--- src/rtl/uart_cmd_decoder.sv ---
// -----------------------------------------------------------------------------
// uart_cmd_decoder
//
// Parses 3-byte command frames (HDR_BYTE, CMD, ~CMD) from the UART receive
// byte stream. It drives a registered LED-enable level for the flow-LED
// stage. It answers each complete frame with one ACK/NAK byte over a
// valid/ready handshake. It also keeps a saturating protocol-error counter
// for debug.
//
// Ports:
//   sys_clk   in   1  system clock, rising edge
//   rst       in   1  asynchronous, active-high reset
//   rx_data   in   8  received byte, qualified by rx_valid
//   rx_valid  in   1  single-cycle strobe, one byte per pulse
//   tx_data   out  8  response byte (ACK_BYTE / NAK_BYTE)
//   tx_valid  out  1  response available, held until accepted
//   tx_ready  in   1  transmitter accepts when tx_valid & tx_ready
//   led_en    out  1  enable level to the flow-LED stage
//   err_cnt   out  8  saturating protocol-error count
//
// All outputs come straight from flops. There is no combinational path from
// inputs to outputs.
// -----------------------------------------------------------------------------
module uart_cmd_decoder #(
    parameter logic [19:0] TIMEOUT_CYC = 20'd500_000,
    parameter logic [7:0]  HDR_BYTE    = 8'hAA,
    parameter logic [7:0]  ACK_BYTE    = 8'h06,
    parameter logic [7:0]  NAK_BYTE    = 8'h15
) (
    input  logic       sys_clk,
    input  logic       rst,
    input  logic [7:0] rx_data,
    input  logic       rx_valid,
    output logic [7:0] tx_data,
    output logic       tx_valid,
    input  logic       tx_ready,
    output logic       led_en,
    output logic [7:0] err_cnt
);

    typedef enum logic [1:0] {
        ST_IDLE,
        ST_GOT_HDR,
        ST_GOT_CMD,
        ST_RESP
    } state_t;

    localparam logic [7:0] CMD_STOP   = 8'h00;
    localparam logic [7:0] CMD_START  = 8'h01;
    localparam logic [7:0] CMD_TOGGLE = 8'h02;

    state_t      state_q;
    logic [7:0]  cmd_q;
    logic [19:0] tmo_q;
    logic        led_en_q;
    logic        tx_valid_q;
    logic [7:0]  tx_data_q;
    logic [7:0]  err_cnt_q;

    logic [7:0]  err_cnt_d;
    logic        tmo_last;
    logic        cmd_known;
    logic        chk_ok;

    // Error sources are mutually exclusive by state. Every error event
    // therefore loads this single saturating increment, and the count never
    // wraps.
    assign err_cnt_d = (err_cnt_q == 8'hFF) ? 8'hFF : err_cnt_q + 8'd1;

    // Terminal count of the inter-byte idle timer. A byte arriving in the same
    // cycle takes priority over the timeout.
    assign tmo_last  = (tmo_q == TIMEOUT_CYC - 20'd1);

    assign cmd_known = (cmd_q == CMD_STOP) || (cmd_q == CMD_START) ||
                       (cmd_q == CMD_TOGGLE);
    assign chk_ok    = (rx_data == ~cmd_q);

    // NOTE: the whole FSM and its registered outputs live in one clocked
    // block. Every assignment in it is non-blocking, so all updates take
    // effect together at the edge, and a read in the same block always sees
    // the value from before the edge.
    always_ff @(posedge sys_clk or posedge rst) begin
        if (rst) begin
            // NOTE: every register here, including the cmd latch, has a
            // defined reset value. A reset in the middle of a frame or a
            // response therefore leaves nothing stale behind.
            state_q    <= ST_IDLE;
            cmd_q      <= 8'h00;
            tmo_q      <= 20'd0;
            led_en_q   <= 1'b0;
            tx_valid_q <= 1'b0;
            tx_data_q  <= 8'h00;
            err_cnt_q  <= 8'h00;
        end else begin
            unique case (state_q)
                ST_IDLE: begin
                    tmo_q <= 20'd0;
                    // Bytes other than the header resync silently.
                    if (rx_valid && (rx_data == HDR_BYTE)) begin
                        state_q <= ST_GOT_HDR;
                    end
                end

                ST_GOT_HDR: begin
                    if (rx_valid) begin
                        // Any value is taken as the command, including HDR_BYTE.
                        cmd_q   <= rx_data;
                        tmo_q   <= 20'd0;
                        state_q <= ST_GOT_CMD;
                    end else if (tmo_last) begin
                        tmo_q     <= 20'd0;
                        err_cnt_q <= err_cnt_d;
                        state_q   <= ST_IDLE;
                    end else begin
                        tmo_q <= tmo_q + 20'd1;
                    end
                end

                ST_GOT_CMD: begin
                    if (rx_valid) begin
                        tmo_q      <= 20'd0;
                        tx_valid_q <= 1'b1;
                        state_q    <= ST_RESP;
                        if (chk_ok && cmd_known) begin
                            tx_data_q <= ACK_BYTE;
                            // The cmd_known guard makes the default arm
                            // unreachable. It is kept so the case is full.
                            case (cmd_q)
                                CMD_STOP:   led_en_q <= 1'b0;
                                CMD_START:  led_en_q <= 1'b1;
                                CMD_TOGGLE: led_en_q <= ~led_en_q;
                                default:    led_en_q <= led_en_q;
                            endcase
                        end else begin
                            tx_data_q <= NAK_BYTE;
                            err_cnt_q <= err_cnt_d;
                        end
                    end else if (tmo_last) begin
                        tmo_q     <= 20'd0;
                        err_cnt_q <= err_cnt_d;
                        state_q   <= ST_IDLE;
                    end else begin
                        tmo_q <= tmo_q + 20'd1;
                    end
                end

                ST_RESP: begin
                    tmo_q <= 20'd0;
                    // A byte arriving while the response is pending is dropped
                    // and counted. This also holds in the handshake cycle.
                    if (rx_valid) begin
                        err_cnt_q <= err_cnt_d;
                    end
                    if (tx_valid_q && tx_ready) begin
                        tx_valid_q <= 1'b0;
                        state_q    <= ST_IDLE;
                    end
                end

                default: begin
                    state_q <= ST_IDLE;
                end
            endcase
        end
    end

    assign tx_data  = tx_data_q;
    assign tx_valid = tx_valid_q;
    assign led_en   = led_en_q;
    assign err_cnt  = err_cnt_q;

endmodule

--- config.mk ---
export PLATFORM = sky130hd
export DESIGN_NAME = uart_cmd_decoder
export DESIGN_NICKNAME = d
export VERILOG_FILES = /design/src/rtl/uart_cmd_decoder.sv
export SDC_FILE = /design/constraint.sdc
export NUM_CORES = 1
export LEC_CHECK = 0
export CORE_UTILIZATION = 28
export DETAILED_ROUTE_END_ITERATION = 8
export PLACE_DENSITY = 0.48
export SYNTH_ARGS = -nofsm -noshare
export SYNTH_HDL_FRONTEND = slang
export SYNTH_SLANG_ARGS = --single-unit
--- constraint.sdc ---
create_clock -name sys_clk -period 2.79 [get_ports sys_clk]
set_input_delay 0.837 -clock sys_clk [delete_from_list [all_inputs] [get_ports sys_clk]]
set_output_delay 0.837 -clock sys_clk [all_outputs]
set_load 0.02 [all_outputs]
==> results.md <==
- Setup crit end kind: register
- Clock Root Buffer: clkbuf_8
- Via-to-Cell Ratio: 4.729
- Most crowded layer after global routing: met2
- Final ANT Viol Nets: 0
- Share of cells above drive strength 1: 11.58%
- GRT met1 Usage: between 10% and 20%
- Clk sinks: 43
- Minimum clock period: 2.422 ns
- Core Footprint: 7807 sq um
- Final Max Tran Viols: 0
- First-pass detailed-route iteration total: 4
- GRT met2 Usage: a little over 20%
- Critical path's top delay family: simple AND/OR/NAND/NOR gates
- Startpoint types: input pin
- F_max: just over 400 MHz
- Arr. time, crit path: 2.60 ns
- Distinct cells, synth: 45
- WL/cell: approximately 13 um
- Max FO, Critical Path: 6
- Syn avg cell area: around 10 sq um
- CTS Buf Count: 5
- Post-CTS setup buffers: 0
- Die H: around 92 um
- Critical-path cell list: clkdlybuf4s50_1 -> or4b_2 -> o31a_1 -> nor2_1 -> o21ai_0 -> o2bb2ai_1
- Clock Skews: between 0.005 and 0.006 ns
- Vias in the first global route: between 1,500 and 2,000
- LEAKAGE: between 1 and 1.5 nW
- Number of I/O port buffers: 25
- Worst VDD drop: 0.2572 mV
- Seq/Total Area, Yosys: between 40% and 50%
- Most used DFF post-synth: dfrtp_1
- Largest net degree at the start of global routing: 21
- Global placer's final weighted congestion: 0.7542
- Number of synthesized flops with an enable pin: 0
- Ports: 30
- Setup ws final: about 0.37 ns
- Register bit total from synthesis: 43
- Ys async rst share: 100.0%
- Cell Area, Synth: roughly 2300 sq um
- Via count: ~1,700
- CP max stage cell: or4b_2
- Setup WS pre-CTS: 0.07402 ns
- Post-CTS Hold Buffers: 0
- Final Cycle Share: slightly below 90%
- CP Class: input pin to register
- H-Tree Depth: 2
- DR DRC count: 0
- Final Power: approximately 2.0 mW
- Clock Latency Late Sink: just under 0.3 ns
- Clk slew on worst S/H paths: 0.09 ns
- Status: finished clean
- Met3 Track Usage GR: under 10%
- Total die area: between 8000 and 9000 sq um
- DP Wirelength: between 3000 and 4000 um
- Initial antenna violation count: 0
- Final setup viols: 0
- RSZ-0062 raised after global routing: false
- Post-CTS resize count: 0
- Largest stage delay, worst path: 0.60 ns
- CTS tree: built
- Site row count: 32
- First-pass GRT wire length: slightly above 8000 um
- Pwr per Cell Area: around 720 nW/um^2
- Fin. Hold Viols: 0
- DR iter-0 viols: 73
- Nets: 276
- GRT Util Overall: 11.90%
- CP bufs+invs: 1
- CTS Buffer Depth: 2
- Antenna diodes: 0
- Area Overhead vs Synth: 20.93%
- Total Neg Setup Slack: 0 ns
- Chip width: slightly above 90 um
- Total congestion overflow: 0
- Worst Path Required: ~3 ns
- Max-cap violation count: 0
- Ys Warns: 0
- Starting Density: between 20% and 30%
- Min-delay worst type: register to register
- Cell count after synthesis: roughly 220
- Worst hold slack: 0.4761 ns
- Total wire length: 4608 um
==> metrics by stage <==
stage	util (%)	instances	cell area, sq um
2_1_floorplan	-	227	2288
3_3_place_gp	34.18	353	2669
3_5_place_dp	34.18	353	2669
4_1_cts	35.27	361	2754
5_1_grt	35.27	361	2754
6_report	35.27	361	2754
==> power breakdown <==
part           internal [mW]  total [mW]  switching [mW]
logic                  0.338       0.701           0.363
registers              0.753       0.878           0.125
clock network          0.175       0.395           0.220
total                   1.27        1.97           0.707
==> metal layers <==
metal  wire [um]  vias up
met5           0        -
met4           0        0
met3         199        0
met2        2134       36
met1        2275      828
li1            -      843
==> synthesized netlist by cell type (2+ instances only) <==
| library cell | instances | share of area [%] |
|---|---|---|
| and2_1 | 3 | 0.82 |
| nand2_1 | 20 | 3.3 |
| and3_1 | 4 | 1.1 |
| mux2_2 | 8 | 4.0 |
| xor2_1 | 4 | 1.5 |
| a21boi_0 | 2 | 0.66 |
| or3_1 | 5 | 1.4 |
| buf_2 | 2 | 0.44 |
| ha_1 | 6 | 3.3 |
| buf_6 | 2 | 0.99 |
| nand2b_1 | 3 | 0.82 |
| o21ai_0 | 8 | 1.8 |
| a211oi_1 | 2 | 0.66 |
| a31oi_1 | 5 | 1.4 |
| a21oi_1 | 3 | 0.66 |
| nand3_1 | 13 | 2.9 |
| nor3_1 | 5 | 1.1 |
| inv_1 | 9 | 1.5 |
| buf_4 | 5 | 1.6 |
| dfrtp_1 | 43 | 47 |
| nor2_1 | 26 | 4.3 |
| xnor2_1 | 13 | 5.0 |
| nand4_1 | 5 | 1.4 |
| mux2_1 | 5 | 2.5 |
| nor4_1 | 3 | 0.82 |
==> kinds of logic (layout without fill, tap and decap cells) <==
kind of cell,count (synthesis),in the layout,share of synthesized area [%]
multiplexers,14,14,6.868
flip-flops,43,43,47.25
other,1,4,0.1647
XOR/XNOR,17,17,6.538
AO/OA/AOI/OAI,26,26,7.692
AND/OR/NAND/NOR,99,99,23.63
buffers and inverters,18,50,4.560
adder cells (fa/ha/maj),6,6,3.297
==> worst register-to-register path, stage by stage (launching register included) <==
cell and delay, ns:
dfrtp_1 0.43, or4b_1 0.52, or4_4 0.47, o21ai_4 0.25
and3_4 0.25, mux2_1 0.31
==> final cells by class <==
class	instances	area [sq um]
Multi-Input combinational cell	166	1109
Tap cell	102	127.6
Inverter	9	33.78
Clock buffer	6	72.57
Sequential cell	43	1076
Fill cell	820	5054
Clock inverter	2	12.51
Timing Repair Buffer	33	322.8
==> worst paths after layout <==
path,from,endpoint,slack (ns),depth (start not counted)
setup / recovery,rx_valid,state_q[1],0.37,6
hold / removal,tx_data[2],tx_data[2],0.48,1
setup reg to reg,tmo_q[5],err_cnt[0],0.45,5
hold reg to reg,tx_data[2],tx_data[2],0.48,1
max in group asynchronous,rst,cmd_q[4],1.47,3
min in group asynchronous,rst,err_cnt[5],0.80,2
==> sequential cells by signal, summed over array words and instances, names as in the netlist <==
name / count
tmo_q: 20
cmd_q: 8
err_cnt: 8
tx_data: 3
state_q: 2
led_en: 1
tx_valid: 1
==> placed cells by master (no fill, tap or decap), types with 6 or more instances in the layout <==
master / instances
clkdlybuf4s50_1: 25
nand3_1: 13
nand2_1: 20
mux2_2: 8
xnor2_1: 13
dfrtp_1: 43
ha_1: 6
buf_4: 7
inv_1: 8
nor2_1: 26
o21ai_0: 8
Note: power is estimated with default switching activity, not from simulation.
